--- config.mk ---
export PLATFORM = sky130hd
export DESIGN_NAME = stats_controller
export DESIGN_NICKNAME = d
export VERILOG_FILES = /design/src/rtl/stats_pkg.sv /design/src/rtl/stats_controller_bcd_digit_add.sv /design/src/rtl/stats_controller.sv
export SDC_FILE = /design/constraint.sdc
export NUM_CORES = 1
export LEC_CHECK = 0
export BUFFER_PORTS_ARGS = -buffer_cell sky130_fd_sc_hd__buf_4
export CAP_MARGIN = 20
export CORE_ASPECT_RATIO = 0.75
export CORE_MARGIN = 5
export CORE_UTILIZATION = 30
export DETAILED_ROUTE_END_ITERATION = 8
export GPL_TIMING_DRIVEN = 0
export PLACE_DENSITY = 0.45
export SLEW_MARGIN = 20
export SYNTH_ARGS = -nofsm -noshare
export SYNTH_HDL_FRONTEND = slang
export SYNTH_HIERARCHICAL = 1
export SYNTH_SLANG_ARGS = --single-unit
--- constraint.sdc ---
create_clock -name CLK -period 3.9 [get_ports CLK]
set_clock_uncertainty 0.1 [all_clocks]
set_input_delay 0.585 -clock CLK [delete_from_list [all_inputs] [get_ports CLK]]
set_output_delay 0.585 -clock CLK [all_outputs]
set_load 0.005 [all_outputs]
--- src/rtl/stats_pkg.sv ---
// stats_pkg: shared types and constants for the score/lives controller
package stats_pkg;
   typedef enum logic [2:0] {IDLE, ADD_1, ADD_10, ADD_100, LIFE} state_t;
   typedef logic [3:0] bcd_digit_t;
   localparam int LIVES_W = 3;
   localparam bcd_digit_t SCORE_SAT = 4'd9;
endpackage

--- src/rtl/stats_controller_bcd_digit_add.sv ---
// bcd_digit_add: one BCD digit plus addend plus carry-in, giving digit and carry-out
//   i_digit  : current BCD digit (0..9)
//   i_addend : addend (0..9)
//   i_cin    : carry-in
//   o_sum    : resulting BCD digit
//   o_cout   : carry into the next digit
module bcd_digit_add
   import stats_pkg::*;
(
   input  bcd_digit_t i_digit,
   input  bcd_digit_t i_addend,
   input  logic       i_cin,
   output bcd_digit_t o_sum,
   output logic       o_cout
);
   logic [4:0] w_raw;
   logic [4:0] w_adj;
   assign w_raw  = {1'b0, i_digit} + {1'b0, i_addend} + {4'b0000, i_cin};
   assign w_adj  = w_raw - 5'd10;
   assign o_cout = w_raw >= 5'd10;
   assign o_sum  = o_cout ? w_adj[3:0] : w_raw[3:0];
endmodule

--- src/rtl/stats_controller.sv ---
// stats_controller: owns score (3 BCD digits) and lives, arbitrates add/life requests, publishes at frame start
//   CLK, RESET (async, active-high)
//   NEW_GAME, FRAME_START          : one-cycle pulses
//   ADD_REQ/ADD_POINTS -> ADD_ACK  : score-add handshake (ACK is the accept-cycle pulse)
//   LIFE_REQ -> LIFE_ACK           : life-lost handshake, wins over ADD_REQ
//   SCORE_100/SCORE_10/SCORE_1/LIVES : frame-synchronous displayed values
//   GAME_OVER, BUSY                : working status
// Optional: define STATS_EXTRA_LIFE_EN to award a life on every carry into hundreds.
module stats_controller
   import stats_pkg::*;
#(
   parameter int INITIAL_LIVES = 3,
   parameter int MAX_LIVES     = 7
)(
   input  logic               CLK,
   input  logic               RESET,
   input  logic               NEW_GAME,
   input  logic               FRAME_START,
   input  logic               ADD_REQ,
   input  logic [3:0]         ADD_POINTS,
   output logic               ADD_ACK,
   input  logic               LIFE_REQ,
   output logic               LIFE_ACK,
   output logic [3:0]         SCORE_100,
   output logic [3:0]         SCORE_10,
   output logic [3:0]         SCORE_1,
   output logic [LIVES_W-1:0] LIVES,
   output logic               GAME_OVER,
   output logic               BUSY
);
   localparam logic [LIVES_W-1:0] L_INIT = LIVES_W'(INITIAL_LIVES);
   localparam logic [LIVES_W-1:0] L_MAX  = LIVES_W'(MAX_LIVES);
   state_t             r_state, w_next;
   bcd_digit_t         r_d100, r_d10, r_d1, r_addend;
   bcd_digit_t         r_disp100, r_disp10, r_disp1;
   logic [LIVES_W-1:0] r_lives, r_disp_lives, w_lives_up;
   logic               r_cin, r_carry, r_game_over;
   logic               w_idle, w_add_acc, w_life_acc, w_copy, w_bonus;
   bcd_digit_t         w_a, w_b, w_sum;
   logic               w_ci, w_cout;
   bcd_digit_add u_add (
      .i_digit  (w_a),
      .i_addend (w_b),
      .i_cin    (w_ci),
      .o_sum    (w_sum),
      .o_cout   (w_cout)
   );
   always_ff @(posedge CLK or posedge RESET)
      if (RESET) r_state <= IDLE;
      else       r_state <= w_next;
   always_comb begin
      w_idle     = r_state == IDLE;
      w_life_acc = w_idle & LIFE_REQ & ~NEW_GAME & ~RESET;
      w_add_acc  = w_idle & ADD_REQ & ~LIFE_REQ & ~NEW_GAME & ~RESET;
      w_copy     = FRAME_START & w_idle & ~w_life_acc & ~w_add_acc & ~NEW_GAME;
      w_next     = IDLE;
      if (!NEW_GAME)
         unique case (r_state)
            IDLE:    w_next = w_life_acc ? LIFE : w_add_acc ? ADD_1 : IDLE;
            ADD_1:   w_next = ADD_10;
            ADD_10:  w_next = ADD_100;
            default: w_next = IDLE;
         endcase
      // single adder shared by the three digit states
      w_a        = (r_state == ADD_1) ? r_d1 : (r_state == ADD_10) ? r_d10 : r_d100;
      w_b        = (r_state == ADD_1) ? r_addend : (r_state == ADD_10) ? {3'b000, r_cin} : '0;
      w_ci       = (r_state != ADD_1) & r_carry;
      w_lives_up = (r_lives < L_MAX) ? r_lives + 3'd1 : r_lives;
`ifdef STATS_EXTRA_LIFE_EN
      // carry into hundreds that does not saturate earns a life
      w_bonus    = (r_state == ADD_100) & r_carry & ~w_cout & ~r_game_over;
`else
      w_bonus    = 1'b0;
`endif
   end
   always_ff @(posedge CLK or posedge RESET) begin
      if (RESET) begin
         {r_d100, r_d10, r_d1} <= '0;
         r_addend              <= '0;
         r_cin                 <= 1'b0;
         r_carry               <= 1'b0;
         r_lives               <= L_INIT;
         r_game_over           <= 1'b0;
      end else if (NEW_GAME) begin
         {r_d100, r_d10, r_d1} <= '0;
         r_carry               <= 1'b0;
         r_lives               <= L_INIT;
         r_game_over           <= 1'b0;
      end else begin
         if (w_add_acc) begin
            r_addend <= (ADD_POINTS >= 4'd10) ? ADD_POINTS - 4'd10 : ADD_POINTS;
            r_cin    <= ADD_POINTS >= 4'd10;
         end
         unique case (r_state)
            ADD_1: begin
               r_carry <= w_cout;
               if (!r_game_over) r_d1 <= w_sum;
            end
            ADD_10: begin
               r_carry <= w_cout;
               if (!r_game_over) r_d10 <= w_sum;
            end
            ADD_100: begin
               if (!r_game_over) begin
                  if (w_cout) {r_d100, r_d10, r_d1} <= {3{SCORE_SAT}};
                  else        r_d100 <= w_sum;
               end
               if (w_bonus) r_lives <= w_lives_up;
            end
            LIFE:
               if (!r_game_over && r_lives != '0) begin
                  r_lives <= r_lives - 3'd1;
                  if (r_lives == 3'd1) r_game_over <= 1'b1;
               end
            default: ;
         endcase
      end
   end
   always_ff @(posedge CLK or posedge RESET) begin
      if (RESET) begin
         {r_disp100, r_disp10, r_disp1} <= '0;
         r_disp_lives                   <= L_INIT;
      end else if (w_copy) begin
         {r_disp100, r_disp10, r_disp1} <= {r_d100, r_d10, r_d1};
         r_disp_lives                   <= r_lives;
      end
   end
   assign ADD_ACK   = w_add_acc;
   assign LIFE_ACK  = w_life_acc;
   assign SCORE_100 = r_disp100;
   assign SCORE_10  = r_disp10;
   assign SCORE_1   = r_disp1;
   assign LIVES     = r_disp_lives;
   assign GAME_OVER = r_game_over;
   assign BUSY      = r_state != IDLE;
endmodule
Word level (Yosys, flattened, before mapping):

Cells that the tools add are included.

* flip-flop bits (word level): 40
* input bits: 10
* output and inout bits: 19
* word-level logic and storage cells: 97

* $add $sub $neg: 5
* $lt $le $gt $ge: 2
* eq/ne operators: 11
* multiplexer cells: 30
* bitwise logic cells: 17
* reduce and logical (&&, ||, !) cells: 19

Operator list (number)
* 4-bit 2-to-1 mux: 14
* 4-bit one-hot mux with 2 select lines: 2
* 3-bit 2-to-1 mux: 5
* 1-bit AND: 12
* 3-bit nonzero test: 4
* 2-bit nonzero test: 5
* 3-bit != test, second input constant: 3
* 3-bit one-hot mux with 3 select lines: 1
* 1-bit 2-to-1 mux: 8
* 4-bit AND reduction: 2
* 4-bit subtractor, second input constant: 2
* 3-bit by 1-bit equality test with 1-bit output, second input constant: 2
* 3-bit by 2-bit equality test with 1-bit output, second input constant: 2
* 2-bit AND reduction: 3
* 4-bit by 4-bit adder with 5-bit output: 1
* 5-bit by 1-bit adder with 5-bit output: 1
* 5-bit by 4-bit >= comparator with 1-bit output, second input constant: 1
* 1-bit NOT: 5
* 4-bit >= comparator, second input constant: 1
* 3-bit equality test, second input constant: 1
* 3-bit zero test: 1
* 3-bit by 1-bit != test with 1-bit output, second input constant: 1
* 3-bit by 2-bit != test with 1-bit output, second input constant: 1
* 3-bit AND reduction: 1
* other kinds (5): 5

Depth between registers and ports, before layout:

* depth in word-level cells: 11
* depth in mapped cells: 15
* depth with buffers taken out: 14

Cells and area by module:

The synthesis kept the hierarchy.

Modules (own cells, without submodules)
* stats_controller: instances 1, cells each 180, area each 2021.9 µm²
* bcd_digit_add: instances 1, cells each 38, area each 322.8 µm²

Worst setup path after synthesis:

No wires, ideal clock.

* kind: reg2reg
* from: register r_state[1]
* to: register r_d1[0]
* arrival time: 3636 ps
* data required time: 3706 ps
* setup slack: 69 ps
* stages on the path, launching flop included: 16
* buffers on the path: 1
* period minus slack after synthesis: 3831 ps
* cell sequence: dfrtp_1 buf_6 nand2b_1 a21oi_1 o22a_1 inv_1 fa_1 fa_1 xor2_2 ha_1 inv_1 a31oi_2 o311ai_4 or2b_1 nand4b_1 a211oi_1

* longest elaborated chain between the ends: 10
* elaborated cells on any way between the ends: 22

RTL lines
* from (decl): line stats_controller.sv:33 `state_t r_state, w_next;`
* from (signal assigned): line stats_controller.sv:50 `else r_state <= w_next;`
* 3-bit by 2-bit equality test with 1-bit output: line stats_controller.sv:65 `w_a = (r_state == ADD_1) ? r_d1 : (r_state == ADD_10) ? r_d10 : r_d100;`
* 4-bit 2-to-1 mux: line stats_controller.sv:65
* 4-bit 2-to-1 mux (*): line stats_controller.sv:65
* net w_a[0]: line stats_controller.sv:39 `bcd_digit_t w_a, w_b, w_sum;`
* 4-bit by 4-bit adder with 5-bit output (*): line stats_controller_bcd_digit_add.sv:18 `assign w_raw = {1'b0, i_digit} + {1'b0, i_addend} + {4'b0000, i_cin};`
* 5-bit by 1-bit adder with 5-bit output (*): line stats_controller_bcd_digit_add.sv:18
* 5-bit by 4-bit >= comparator with 1-bit output (*): line stats_controller_bcd_digit_add.sv:20 `assign o_cout = w_raw >= 5'd10;`
* net w_cout: line stats_controller.sv:40 `logic w_ci, w_cout;`
* 4-bit 2-to-1 mux: line stats_controller_bcd_digit_add.sv:21 `assign o_sum = o_cout ? w_adj[3:0] : w_raw[3:0];`
* 4-bit 2-to-1 mux: line stats_controller.sv:97 `if (!r_game_over) r_d1 <= w_sum;`
* 4-bit one-hot mux with 2 select lines: line stats_controller.sv:94 `unique case (r_state)`
* 4-bit 2-to-1 mux: line stats_controller.sv:84 `end else if (NEW_GAME) begin`
* to (signal assigned): line stats_controller.sv:97
* to (signal assigned): line stats_controller.sv:105 `if (w_cout) {r_d100, r_d10, r_d1} <= {3{SCORE_SAT}};`
* to (decl): line stats_controller.sv:34 `bcd_digit_t r_d100, r_d10, r_d1, r_addend;`

The timed path passes the listed nets; every way through them passes the cells marked *. The select of a mux whose other input is x is not followed.
A chain may end at the register's enable or synchronous reset.

Final worst setup path:

* from: register r_state[0]
* to: register r_d10[2]

* longest elaborated chain between the ends: 10
* elaborated cells on any way between the ends: 22

RTL lines
* 3-bit by 2-bit equality test with 1-bit output: line stats_controller.sv:65
* 4-bit 2-to-1 mux: line stats_controller.sv:65
* 4-bit 2-to-1 mux (*): line stats_controller.sv:65
* net w_a[0]: line stats_controller.sv:39
* 4-bit by 4-bit adder with 5-bit output (*): line stats_controller_bcd_digit_add.sv:18
* 5-bit by 1-bit adder with 5-bit output (*): line stats_controller_bcd_digit_add.sv:18
* 5-bit by 4-bit >= comparator with 1-bit output (*): line stats_controller_bcd_digit_add.sv:20
* net w_cout: line stats_controller.sv:40
* 4-bit 2-to-1 mux: line stats_controller_bcd_digit_add.sv:21
* 4-bit 2-to-1 mux: line stats_controller.sv:101 `if (!r_game_over) r_d10 <= w_sum;`
* 4-bit one-hot mux with 2 select lines: line stats_controller.sv:94
* 4-bit 2-to-1 mux: line stats_controller.sv:84
* to (signal assigned): line stats_controller.sv:101
* to (signal assigned): line stats_controller.sv:105
* to (decl): line stats_controller.sv:34

Marked as above.

==> impl_metrics.tcl <==
set metrics [dict create \
    track_usage_pct 11.9 \
    numPlacedInstances 348 \
    cp.required_ps 3970 \
    hold_class "in -> async" \
    cap_violations 0 \
    synth.cell_area_sq_um 2340 \
    crit_arrival_ps 3790 \
    met3_length_um 300 \
    syn_to_final_growth_pct 24.4 \
    yosysSeqAreaShare_pct 42.9 \
    core-area_sq_um 7470 \
    port_buffers 28 \
    top_layer_used "met4" \
    numCtsBuffers 5 \
    hold_buffers 0 \
    p_leak_nw 1.38 \
    path_cells "or2b_4, a21oi_4, o22a_1, inv_1, fa_2, fa_2, xor2_4, ha_4, inv_1, a31oi_4, o311ai_4, buf_6, nand2b_1, nand2_1, mux2i_1" \
    min_period_ps 3710 \
    max_stage_delay_ps 430 \
    ys.flop_type "dfrtp_1" \
    syn_inst 218 \
    place.gp.congestion 0.766 \
    fin_total_pwr_uw 878 \
    drv_slew 0 \
    cp-end-kind "flop" \
    num_rows 27 \
    clkLatencyLatePin_ps 290 \
    firstDrtPassIters 4 \
    dieHeight_um 86.6 \
    yosys_warnings 6 \
    io_pins 29 \
    cts_root_buf "clkbuf_8" \
    cts_htree_levels 2 \
    antenna_found_initial 0 \
    cpLargestDelayFamily "adder cells" \
    setup_violations 0 \
    slowest_stage "dfrtp_1" \
    ys_seq_elements 40 \
    die_area_sq_um 9700 \
    worstMarginPinSlew_ps 607 \
    clkSlewWorstSetupHoldPaths_ps 70 \
    hold_violations 0 \
    grt_pass1_vias 1699 \
    max_freq_ghz 0.269 \
    met1_length_um 2930 \
    startpoint_type "flop" \
    cts_tree "yes" \
    design_area_sq_um 2920 \
    crit_fanout 8 \
    vias 1720 \
    p_per_area_nw_per_um2 301 \
    nets 279 \
    yosysTopAreaCell "dfrtp_1" \
    cts_max_path_buffers 2 \
    placedInstanceArea_sq_um 2700 \
    status "finished, final reports clean" \
    routedWlPerCell_um 14.9 \
    layout_common_cells "dfrtp_1, buf_4, inv_1" \
    antennaDiodeCount 0 \
    critical_path_buf_inv_count 3 \
    drive_gt1_share_pct 35.8 \
    grt_pass1_wl_um 9230 \
    tns_ps 0 \
    grt_max_degree 35 \
    clock_sinks 40 \
    finalCritPeriodShare_pct 95.2 \
    synth_top_area_share_pct 38.4 \
    fin_cells 361 \
    syn-num-nets 238 \
    start_util_pct 31.4 \
    hpwl_um 3990 \
    grt-ovfl-total 0 \
    synthTopCellsByArea "dfrtp_1, mux2_2, dfstp_2, ha_1, inv_1" \
    antenna_left 0 \
    utilization_pct 39.1 \
    synth_edf_count 0 \
    wl_met2_um 2120 \
    vias_per_cell 4.76 \
    route.detailed.drc 0 \
    die_x_um 112 \
    drt-initial-drc-count 64 \
    ys_types 50 \
    path_class "reg -> reg" \
    ir_drop_mv 0.118 \
    synthArstFlopShare_pct 100 \
    wl_um 5400 \
    avgSynthCellArea_sq_um 10.8 \
    slew_headroom_pct 59.5 \
    layout_commonest_cell "dfrtp_1" \
]
## per-stage QoR
step                      setup WS (ps)  hold slack (ps)
after floorplan                    69.2              371
after global placement             -670              382
after detailed placement           -670              386
after CTS                          6.34              130
after global routing              -6.64              144
final                               189              134
## layout make-up
cell class	count	area, sq um
buffer	9	52.6
clock buffer	7	76.3
clock inverter	1	5.00
fill	757	4550
inverter	22	82.6
multi-input combinational	146	1290
sequential	40	1010
tap	101	126
timing repair buffer	35	279
## cells by family after synthesis
| logic type | share of synthesized area [%] |
|---|---|
| AOI/OAI and AO/OA | 13.7 |
| xor gates and xnor gates | 1.44 |
| adders and majority gates | 5.98 |
| buffers and inverters | 5.60 |
| DFF | 42.9 |
| muxes | 12.1 |
| and+or+nand+nor | 18.4 |
## path summary, 6_finish.rpt
| check | start | end | slack, ps | cells past startpoint |
|---|---|---|---|---|
| worst max-delay path | r_state[0] | r_d10[2] | 190 | 15 |
| max in group asynchronous | RESET | LIVES[1] | 3070 | 3 |
| min in group CLK | r_addend[1] | r_addend[1] | 400 | 1 |
| worst min register to register | r_addend[1] | r_addend[1] | 400 | 1 |
| worst max register to register | r_state[0] | r_d10[2] | 190 | 15 |
| worst min-delay path | RESET | r_state[0] | 130 | 2 |
## routing by layer
layer | global-route usage [%] | vias to the layer above
li1 | - | 855
met1 | 18.9 | 818
met2 | 16.1 | 39
met3 | 2.86 | 8
met4 | 2.62 | 0
met5 | 0 | -
## Yosys cell counts, drive strengths merged (3+ instances only)
cell type	count
clkbuf	6
nand3b	6
nor2	11
or2b	3
o21ai	7
ha	8
nor3	6
nor2b	4
mux2i	8
a21oi	11
nor4	3
dfrtp	36
buf	4
o22a	9
nand2b	11
and2	3
dfstp	4
mux2	18
inv	22
a211oi	6
## registers in the layout (all words and copies together) (netlist names)
register,count
SCORE_100,4
SCORE_10,4
SCORE_1,4
r_addend,4
r_d100,4
r_d10,4
r_d1,4
LIVES,3
r_lives,3
r_state,3
GAME_OVER,1
r_carry,1
r_cin,1
## power breakdown
group | total, mW | internal [mW] | switching [mW]
combinational | 0.164 | 0.0783 | 0.0856
clock | 0.264 | 0.126 | 0.138
sequential | 0.450 | 0.439 | 0.0105
total | 0.878 | 0.643 | 0.234
## timing repair
action	CTS	global route
gates resized for setup	11	9
setup endpoints to repair	13	11
buffers inserted	6	0
pin swaps	5	2
cloned	0	0
Note: power is estimated with default switching activity, not from simulation.
